===== config.mk =====
export PLATFORM = sky130hd
export DESIGN_NAME = imem_boot_loader
export DESIGN_NICKNAME = d
export VERILOG_FILES = /design/src/rtl/boot_pkg.sv /design/src/rtl/byte_word_packer.sv /design/src/rtl/imem_boot_loader.sv
export SDC_FILE = /design/constraint.sdc
export NUM_CORES = 1
export LEC_CHECK = 0
export CAP_MARGIN = 20
export CORE_UTILIZATION = 56
export CTS_CLUSTER_SIZE = 14
export DETAILED_ROUTE_END_ITERATION = 16
export PLACE_DENSITY = 0.85
export SETUP_SLACK_MARGIN = 0.1
export SYNTH_ARGS = -nofsm -noshare
export SYNTH_HDL_FRONTEND = slang
export SYNTH_SLANG_ARGS = --single-unit
export TNS_END_PERCENT = 20

===== constraint.sdc =====
create_clock -name clock -period 3.7 [get_ports clock]
set_input_delay 0.37 -clock clock [delete_from_list [all_inputs] [get_ports clock]]
set_output_delay 0.37 -clock clock [all_outputs]
set_load 0.01 [all_outputs]

===== src/rtl/boot_pkg.sv =====
// Shared types and constants for the instruction-memory boot loader.
package boot_pkg;

  localparam int unsigned LEN_WIDTH  = 16;
  localparam logic [31:0] HALT_INSTR = 32'h0000_0000;

  typedef enum logic [2:0] {
    IDLE,
    LEN_LO,
    LEN_HI,
    DATA,
    CHECK,
    RUN,
    HALTED,
    ERROR
  } boot_state_t;

  // States in which the loader consumes stream bytes.
  function automatic logic accepts_bytes(input boot_state_t s);
    return (s == LEN_LO) || (s == LEN_HI) || (s == DATA) || (s == CHECK);
  endfunction

endpackage


===== src/rtl/byte_word_packer.sv =====
// Packs a little-endian byte stream into 32-bit words; word_valid flags the
// fourth byte, with the completed word presented combinationally alongside it.
module byte_word_packer (
  input  logic        clock,
  input  logic        reset,
  input  logic        clear,
  input  logic        in_valid,
  input  logic [7:0]  in_byte,
  output logic        word_valid,
  output logic [31:0] word
);

  logic [1:0]  byte_idx;
  logic [23:0] low_q;

  assign word_valid = in_valid && (byte_idx == 2'd3);
  assign word       = {in_byte, low_q};

  // Earlier bytes enter at the top and drift down, so byte 0 ends in [7:0].
  always_ff @(posedge clock or negedge reset) begin
    if (!reset) begin
      byte_idx <= '0;
      low_q    <= '0;
    end else if (clear) begin
      byte_idx <= '0;
      low_q    <= '0;
    end else if (in_valid) begin
      byte_idx <= byte_idx + 2'd1;
      low_q    <= {in_byte, low_q[23:8]};
    end
  end

endmodule


===== src/rtl/imem_boot_loader.sv =====
// Byte-stream program loader for single_cycle_processor: fills instruction memory,
// releases the core, detects halt. Optional trailing checksum byte: BOOT_CHECKSUM_EN.
module imem_boot_loader
  import boot_pkg::*;
#(
  parameter int unsigned ADDR_WIDTH  = 8,
  parameter int unsigned CYCLE_WIDTH = 32
) (
  input  logic                   clock,
  input  logic                   reset,
  input  logic                   start,
  input  logic                   rx_valid,
  input  logic [7:0]             rx_data,
  output logic                   rx_ready,
  output logic                   imem_we,
  output logic [ADDR_WIDTH-1:0]  imem_addr,
  output logic [31:0]            imem_wdata,
  input  logic [31:0]            fetch_instr,
  output logic                   core_reset,
  output logic                   busy,
  output logic                   halted,
  output logic                   error,
  output logic [CYCLE_WIDTH-1:0] run_cycles
);

  localparam int unsigned MAX_WORDS = 1 << ADDR_WIDTH;

  boot_state_t state_q, state_d;

  logic [7:0]            len_lo_q;
  logic [LEN_WIDTH-1:0]  len_full;
  logic                  len_ok;
  logic [ADDR_WIDTH-1:0] last_idx_q;
  logic [ADDR_WIDTH-1:0] word_idx_q;
  logic                  xfer;
  logic                  start_ok;
  logic                  halt_seen;
  logic                  last_word;
  logic                  word_valid;
  logic [31:0]           word;
`ifdef BOOT_CHECKSUM_EN
  logic [7:0]            csum_q;
`endif

  assign xfer      = rx_valid && rx_ready;
  assign start_ok  = start && ((state_q == IDLE) || (state_q == HALTED) || (state_q == ERROR));
  assign len_full  = {rx_data, len_lo_q};
  assign len_ok    = (len_full != '0) && (32'(len_full) <= MAX_WORDS);
  assign halt_seen = (state_q == RUN) && !core_reset && (fetch_instr == HALT_INSTR);
  assign last_word = word_valid && (word_idx_q == last_idx_q);

  byte_word_packer u_packer (
    .clock      (clock),
    .reset      (reset),
    .clear      (state_q != DATA),
    .in_valid   (xfer && (state_q == DATA)),
    .in_byte    (rx_data),
    .word_valid (word_valid),
    .word       (word)
  );

  always_comb begin
    state_d = state_q;
    case (state_q)
      IDLE, HALTED, ERROR: if (start_ok) state_d = LEN_LO;
      LEN_LO:              if (xfer) state_d = LEN_HI;
      LEN_HI:              if (xfer) state_d = len_ok ? DATA : ERROR;
`ifdef BOOT_CHECKSUM_EN
      DATA:                if (last_word) state_d = CHECK;
      CHECK:               if (xfer) state_d = (rx_data == csum_q) ? RUN : ERROR;
`else
      DATA:                if (last_word) state_d = RUN;
`endif
      RUN:                 if (halt_seen) state_d = HALTED;
      default:             state_d = IDLE;
    endcase
  end

  // Status outputs are registered from the next state so they line up with state_q.
  always_ff @(posedge clock or negedge reset) begin
    if (!reset) begin
      state_q    <= IDLE;
      rx_ready   <= 1'b0;
      busy       <= 1'b0;
      halted     <= 1'b0;
      error      <= 1'b0;
      core_reset <= 1'b1;
      imem_we    <= 1'b0;
      imem_addr  <= '0;
      imem_wdata <= '0;
      run_cycles <= '0;
      len_lo_q   <= '0;
      last_idx_q <= '0;
      word_idx_q <= '0;
`ifdef BOOT_CHECKSUM_EN
      csum_q     <= '0;
`endif
    end else begin
      state_q  <= state_d;
      rx_ready <= accepts_bytes(state_d);
      busy     <= accepts_bytes(state_d);
      halted   <= (state_d == HALTED);
      error    <= (state_d == ERROR);
      // Held in reset on the RUN entry cycle, released only while RUN persists.
      core_reset <= !((state_q == RUN) && (state_d == RUN));
      imem_we    <= word_valid;
      if (word_valid) begin
        imem_addr  <= word_idx_q;
        imem_wdata <= word;
        word_idx_q <= word_idx_q + ADDR_WIDTH'(1);
      end
      if ((state_q == LEN_LO) && xfer) len_lo_q <= rx_data;
      if ((state_q == LEN_HI) && xfer) begin
        last_idx_q <= ADDR_WIDTH'(len_full - LEN_WIDTH'(1));
        word_idx_q <= '0;
      end
`ifdef BOOT_CHECKSUM_EN
      if ((state_q == LEN_HI) && xfer)    csum_q <= '0;
      else if ((state_q == DATA) && xfer) csum_q <= csum_q + rx_data;
`endif
      if (start_ok)
        run_cycles <= '0;
      else if ((state_q == RUN) && !core_reset && (run_cycles != '1))
        run_cycles <= run_cycles + CYCLE_WIDTH'(1);
    end
  end

endmodule

==> key figures, run 1 <==
Layout
  – Antenna cell count: 0
  – Multi-input combinational cell area: 2580 um^2
  – Seq. cell area: 3250 um^2
  – Fill cells: 654
  – Synth-to-Final Area Change: 31.1%
  – Share of post-route cells with drive strength above 1: 0.139
  – Cell area after layout: 7920 um^2
  – Nets: 746

Global routing
  – Initial antenna violation count: 0
  – Vias in the first global route: 5102
  – Global-route wire length before repair: 25200 um
  – All-Layer GR Usage: 0.290
  – Met3 global-route usage: 0.0612
  – Largest net degree at the start of global routing: 70
  – Met1 Resource Use GR: 0.364
  – GRT Max-Usage Layer: met2
  – Total grt overflow: 0
  – Met2 Track Usage GR: 0.493

Detailed routing
  – Drt drc: 0
  – Routed length per instance: 18.0 um
  – Iteration-0 DRC Markers: 359
  – Pre-Repair DR Iteration Count: 5
  – Via count: 5081
  – Final WL: 15200 um
  – Vias per cell: 6.01
  – Final antenna-violating net count: 0

Clock network
  – Clock Root Buffer: clkbuf_8
  – CTS tree: done
  – H-tree levels: 4
  – # clock sinks: 130
  – Post-CTS sizing: 0
  – Clock-pin slew on the worst setup and hold paths: 60 ps
  – Hold-fix buffers at CTS: 1
  – Clock tree buffer depth: 2
  – Total CTS buffers: 17
  – Worst skew pair latency: 520 ps
  – # Post-CTS Setup Buffers: 0

Floorplanning
  – Die height: 106 um
  – Starting Density: 0.582
  – IO Pins: 122
  – Die Wd: 106 um
  – Total die area: 11200 um^2
  – Core area: 10400 um^2
  – # rows: 37

Critical path
  – RR Startpoint: state_q[1]
  – Critical R2R Capture: run_cycles[26]
  – R2r worst-path depth: 5
  – Critical path peak fanout: 14
  – CP required: 4140 ps
  – Crit end category: flop
  – Critical path class: flop to flop
  – Internal reg-to-reg setup slack: 1360 ps
  – CP Launch Type: flop
  – Arrival time worst endpoint: 2780 ps

Synthesis
  – Mux cell area share after synthesis: 0.0941
  – Largest family of logic cells by synthesized area: simple AND/OR/NAND/NOR gates
  – FF+latch count, synth: 130
  – Netlist cell types: 48
  – Sequential area share after synthesis: 0.539
  – Most numerous cell in the Yosys netlist: dfrtp_1
  – Synth top area share: 0.535
  – Simple-Gate Fraction of Synth Area: 0.190
  – Syn nets: 626
  – Synth Area in Compound Gates: 0.0988
  – Synthesized instance count: 577
  – Asr flop ratio synth: 1.00
  – Xor/xnor share of the synthesized area: 0.0334
  – Commonest cells post-synth: 129 x dfrtp_1, 77 x nand2_1, 63 x a21oi_1
  – Main synth FF type: dfrtp_1
  – Post-synth EDFFs: 0
  – Synthesized area per cell: 10.5 um^2
  – YS warnings: 0
  – Fraction of the mapped netlist area in adder cells: 0.0104
  – Most area-hungry cell type in the Yosys netlist: dfrtp_1
  – Synth area leaders: dfrtp_1 53%, mux2_2 8.6%, a21oi_1 5.2%
  – Cell Area, Synth: 6040 um^2

Min path
  – Worst hold endpoint: imem_wdata[2]
  – Worst Hold Path Cells: 1
  – Worst hold path type: flop to flop
  – Hold Startpoint: u_packer.low_q[2]

STA
  – Post-route setup slack: 1360 ps
  – Worst Skew: 10.7 ps
  – Max-slew violations: 0
  – Final hold violations: 0
  – Setup-failing EPs final: 0
  – Worst Hold Margin: 503 ps
  – Crit path time final: 2340 ps
  – Fin crit share: 0.632
  – RSZ-0062 raised after global routing: no
  – Relative slew slack: 0.399
  – Sum of negative setup slack: 0 ps
  – Fmax: 428 MHz
  – Least-Margin Pin Slew: 900 ps

Placement
  – GPL Wtd Cong: 0.875
  – Port Buf Inserts: 121
  – Pre-CTS WS: 1340 ps
  – Placed Area: 7330 um^2
  – DP HPWL: 9930 um

Pwr
  – Leakage: 3.41 nW
  – PwrDens: 537 nW/um^2
  – Peak supply drop: 0.000372 V

Run status
  – Status: complete, no violations

Flow run
  – Max Cap Viol: 0
state kept, by name (all words and copies together) (netlist names):
signal,flops
run_cycles,32
error,1
busy,1
u_packer.byte_idx,2
u_packer.low_q,24
state_q,3
last_idx_q,8
len_lo_q,8
imem_addr,8
word_idx_q,8
core_reset,1
imem_we,1
imem_wdata,32
halted,1
stage by stage:
step	util	instances	power, mW
final	0.763	846	4.25
after floorplan	-	577	2.30
after global routing	0.763	846	4.44
after global placement	0.707	813	2.55
after CTS	0.763	846	4.27
after detailed placement	0.707	813	2.60
kinds of logic after synthesis:
kind of cell / after synthesis
compound gates: 105
xor+xnor: 23
fa+ha+maj: 5
buf+inv: 42
flops: 130
mux: 51
simple gates: 221
worst max-delay path by stage:
stage / to / slack [ps] / startpoint / cells after the start
floorplan: run_cycles[12] / 1730 / run_cycles[17] / 7
global placement: busy / 1470 / rx_valid / 9
detailed placement: halted / 1340 / fetch_instr[31] / 7
CTS: run_cycles[15] / 1450 / run_cycles[13] / 6
global route: run_cycles[26] / 1250 / state_q[1] / 5
finish: run_cycles[26] / 1360 / state_q[1] / 5
placed cells by master (no fill, tap or decap), drive strengths merged, types with 2 or more instances in the layout:
cell type / instances
and3: 6
xnor2: 10
o21ai: 20
a31oi: 3
nor4: 14
or3: 16
o31ai: 10
clkdlybuf4s50: 120
nand3: 20
mux2i: 5
a21oi: 63
ha: 5
inv: 21
a41o: 2
and2: 7
clkbuf: 17
and3b: 4
nand2b: 3
mux2: 46
nand2: 77
nor3: 9
buf: 11
and4: 4
nand4: 15
nor2: 29
nor3b: 2
xor2: 13
dfrtp: 129
clkinv: 3
or4: 12
cell type report:
cell class	instances	area share
multi-input cells	405	0.326
repair buffers	132	0.163
flip-flops and latches	130	0.411
clock inverters	15	0.0206
inverters	11	0.00522
well taps	136	0.0215
clock buffers	17	0.0523
critical path, cell delays in order (launching register included):
cell	delay, ps
dfrtp_1	510
nand4bb_1	400
nor3_1	320
o2111ai_1	410
or3_1	480
a21oi_1	150
report_power, final:
part | leakage [nW] | switching (mW) | internal, mW
Clock | 0.285 | 0.704 | 0.927
Sequential | 1.76 | 0.195 | 1.58
Combinational | 1.36 | 0.487 | 0.361
per-layer routing:
| metal | up-vias | routed length [um] |
|---|---|---|
| met3 | 37 | 852 |
| li1 | 2322 | - |
| met5 | - | 0 |
| met2 | 216 | 7940 |
| met1 | 2506 | 6040 |
| met4 | 0 | 367 |
Power figures use the tool's default switching activity.
==> run 2: changes to the inputs <==
CORE_UTILIZATION = 47   (was 56)
PLACE_DENSITY = 0.76   (was 0.85)
clock period = 2.1 ns   (was 3.7 ns; I/O delays follow)
==> key figures, run 2 (synthesis gave the netlist of run 1 again) <==
Floorplanning
  – # rows: 41 (was 37)
  – Total die area: 13300 um^2 (was 11200 um^2)
  – Core area: 12600 um^2 (was 10400 um^2)
  – Starting Density: 0.480 (was 0.582)
  – Die height: 115 um (was 106 um)
  – Die Wd: 115 um (was 106 um)
  – IO Pins: 122 (unchanged)

Critical path
  – Crit end category: flop (unchanged)
  – Critical path class: flop to flop (unchanged)
  – CP Launch Type: flop (unchanged)
  – Critical path cell sequence: nand4_1, or3_4, o41ai_4, buf_6, buf_4, or4_1, a21oi_1 (was nand4bb_1, nor3_1, o2111ai_1, or3_1, a21oi_1)
  – RR Startpoint: run_cycles[16] (was state_q[1])
  – CP required: 2400 ps (was 4140 ps)
  – CP startpoint: run_cycles[16] (was state_q[1])
  – Arrival time worst endpoint: 2340 ps (was 2780 ps)
  – Slowest stage delay, CP: 460 ps (was 510 ps)
  – Critical path peak fanout: 5 (was 14)
  – R2r worst-path depth: 7 (was 5)
  – Slowest stage cell, crit path: or3_4 (was dfrtp_1)

Layout
  – Cell area after layout: 8410 um^2 (was 7920 um^2)
  – Synth-to-Final Area Change: 39.3% (was 31.1%)
  – Fin cells: 929 (was 846)
  – Post-Route Utilization: 0.669 (was 0.763)
  – Commonest non-fill, non-tap cells in the layout: 129 x dfrtp_1, 120 x clkdlybuf4s50_1, 77 x nand2_1 (unchanged)
  – Nets: 793 (was 746)
  – Fill cells: 954 (was 654)
  – Commonest non-fill, non-tap cell in the layout: dfrtp_1 (unchanged)
  – Share of post-route cells with drive strength above 1: 0.211 (was 0.139)
  – Antenna cell count: 0 (unchanged)
  – Biggest regs: imem_wdata x32, run_cycles x32, u_packer.low_q x24 (unchanged)

STA
  – Sum of negative setup slack: 0 ps (unchanged)
  – Post-route setup slack: 62.8 ps (was 1360 ps)
  – RSZ-0062 raised after global routing: yes (was no)
  – Final hold violations: 0 (unchanged)
  – Max-slew violations: 0 (unchanged)
  – Fin crit share: 0.970 (was 0.632)
  – Crit path time final: 2040 ps (was 2340 ps)
  – Setup-failing EPs final: 0 (unchanged)
  – Worst Hold Margin: 380 ps (was 503 ps)
  – Relative slew slack: 0.506 (was 0.399)
  – Least-Margin Pin Slew: 741 ps (was 900 ps)
  – Worst Skew: 8.21 ps (was 10.7 ps)
  – Fmax: 491 MHz (was 428 MHz)

Detailed routing
  – Final antenna-violating net count: 0 (unchanged)
  – Pre-Repair DR Iteration Count: 5 (unchanged)
  – Drt drc: 0 (unchanged)
  – Final WL: 14800 um (was 15200 um)
  – Vias per cell: 5.43 (was 6.01)
  – Via count: 5048 (was 5081)
  – Routed length per instance: 15.9 um (was 18.0 um)
  – Iteration-0 DRC Markers: 347 (was 359)

Min path
  – Worst hold path type: primary input to async pin (was flop to flop)

Placement
  – Placed Area: 7670 um^2 (was 7330 um^2)
  – Pre-CTS WS: 37.1 ps (was 1340 ps)
  – Post-Place Cells: 885 (was 813)
  – DP HPWL: 9880 um (was 9930 um)
  – Port Buf Inserts: 121 (unchanged)
  – GPL Wtd Cong: 0.808 (was 0.875)

Global routing
  – Vias in the first global route: 5194 (was 5102)
  – Total grt overflow: 0 (unchanged)
  – Largest net degree at the start of global routing: 131 (was 70)
  – All-Layer GR Usage: 0.237 (was 0.290)
  – Global-route wire length before repair: 24500 um (was 25200 um)
  – Initial antenna violation count: 0 (unchanged)

Pwr
  – Peak supply drop: 0.000629 V (was 0.000372 V)
  – PwrDens: 890 nW/um^2 (was 537 nW/um^2)
  – PnR Total Power: 7.49 mW (was 4.25 mW)
  – Leakage: 3.66 nW (was 3.41 nW)

Clock network
  – Clock Root Buffer: clkbuf_16 (was clkbuf_8)
  – Clock-pin slew on the worst setup and hold paths: 60 ps (about the same)
  – Clock tree buffer depth: 2 (unchanged)
  – Worst skew pair latency: 420 ps (was 520 ps)
  – CTS tree: done (unchanged)
  – Total CTS buffers: 17 (unchanged)
  – # clock sinks: 130 (unchanged)
  – H-tree levels: 4 (unchanged)

Run status
  – Status: complete, no violations (unchanged)

Flow run
  – Max Cap Viol: 0 (unchanged)
[run 2: changes by cell type in the layout (fill, tap and decap cells not counted), sizes merged]
cell	previous run	this run
clkinvlp	1	2
buf	11	57
inv	21	19
bufinv	1	0
clkinv	3	5
clkbuf	17	18
[run 2: path summary, 6_finish.rpt]
| kind | slack (ps) | to |
|---|---|---|
| worst max register to register | 60 | run_cycles[23] |
| worst max-delay path | 60 | run_cycles[23] |
| worst min-delay path | 380 | run_cycles[31] |
| worst min register to register | 500 | imem_wdata[20] |
| min in group clock | 470 | u_packer.low_q[18] |
| max in group asynchronous | 1120 | imem_wdata[4] |
[run 2: timing repair]
item | 4_1_cts | 5_1_grt
hold endpoints to repair | 129 | 0
endpoints found under the setup margin | 13 | 25
hold buffers | 1 | 0
setup buffers | 4 | 4
resized for setup | 4 | 23
pin swaps | 0 | 9
cloned | 1 | 2
[run 2: area by class of cell]
| cell class | count | area (um^2) | area share |
|---|---|---|---|
| clock inverters | 15 | 124 | 0.0147 |
| well taps | 172 | 215 | 0.0256 |
| flip-flops and latches | 130 | 3250 | 0.387 |
| inverters | 11 | 41.3 | 0.00491 |
| multi-input cells | 405 | 2650 | 0.314 |
| clock buffers | 17 | 425 | 0.0506 |
| repair buffers | 179 | 1710 | 0.203 |
[run 2: worst max-delay path, delay by kind of cell (launching register included)]
family | cells | cell delay (ps)
buffers and inverters | 2 | 330
AND/OR/NAND/NOR | 3 | 770
AO/OA/AOI/OAI | 2 | 410
flip-flops | 1 | 400
[run 2: layer usage]
layer | GRT usage | share of wire
met5 | 0 | 0
met4 | 0.0926 | 0.015
met3 | 0.0601 | 0.046
met2 | 0.404 | 0.51
met1 | 0.288 | 0.43
[run 2: power by group]
| part | internal, mW | leakage (nW) | switching [mW] |
|---|---|---|---|
| logic | 0.770 | 1.63 | 0.952 |
| clock network | 1.54 | 0.268 | 1.21 |
| registers | 2.79 | 1.76 | 0.234 |
==> run 3: changes to the inputs <==
CTS_CLUSTER_DIAMETER = 150   (was default)
CTS_CLUSTER_SIZE = 25   (was 14)
==> results of run 3 <==
The final DEF is identical to that of run 2; final timing and power are the same.
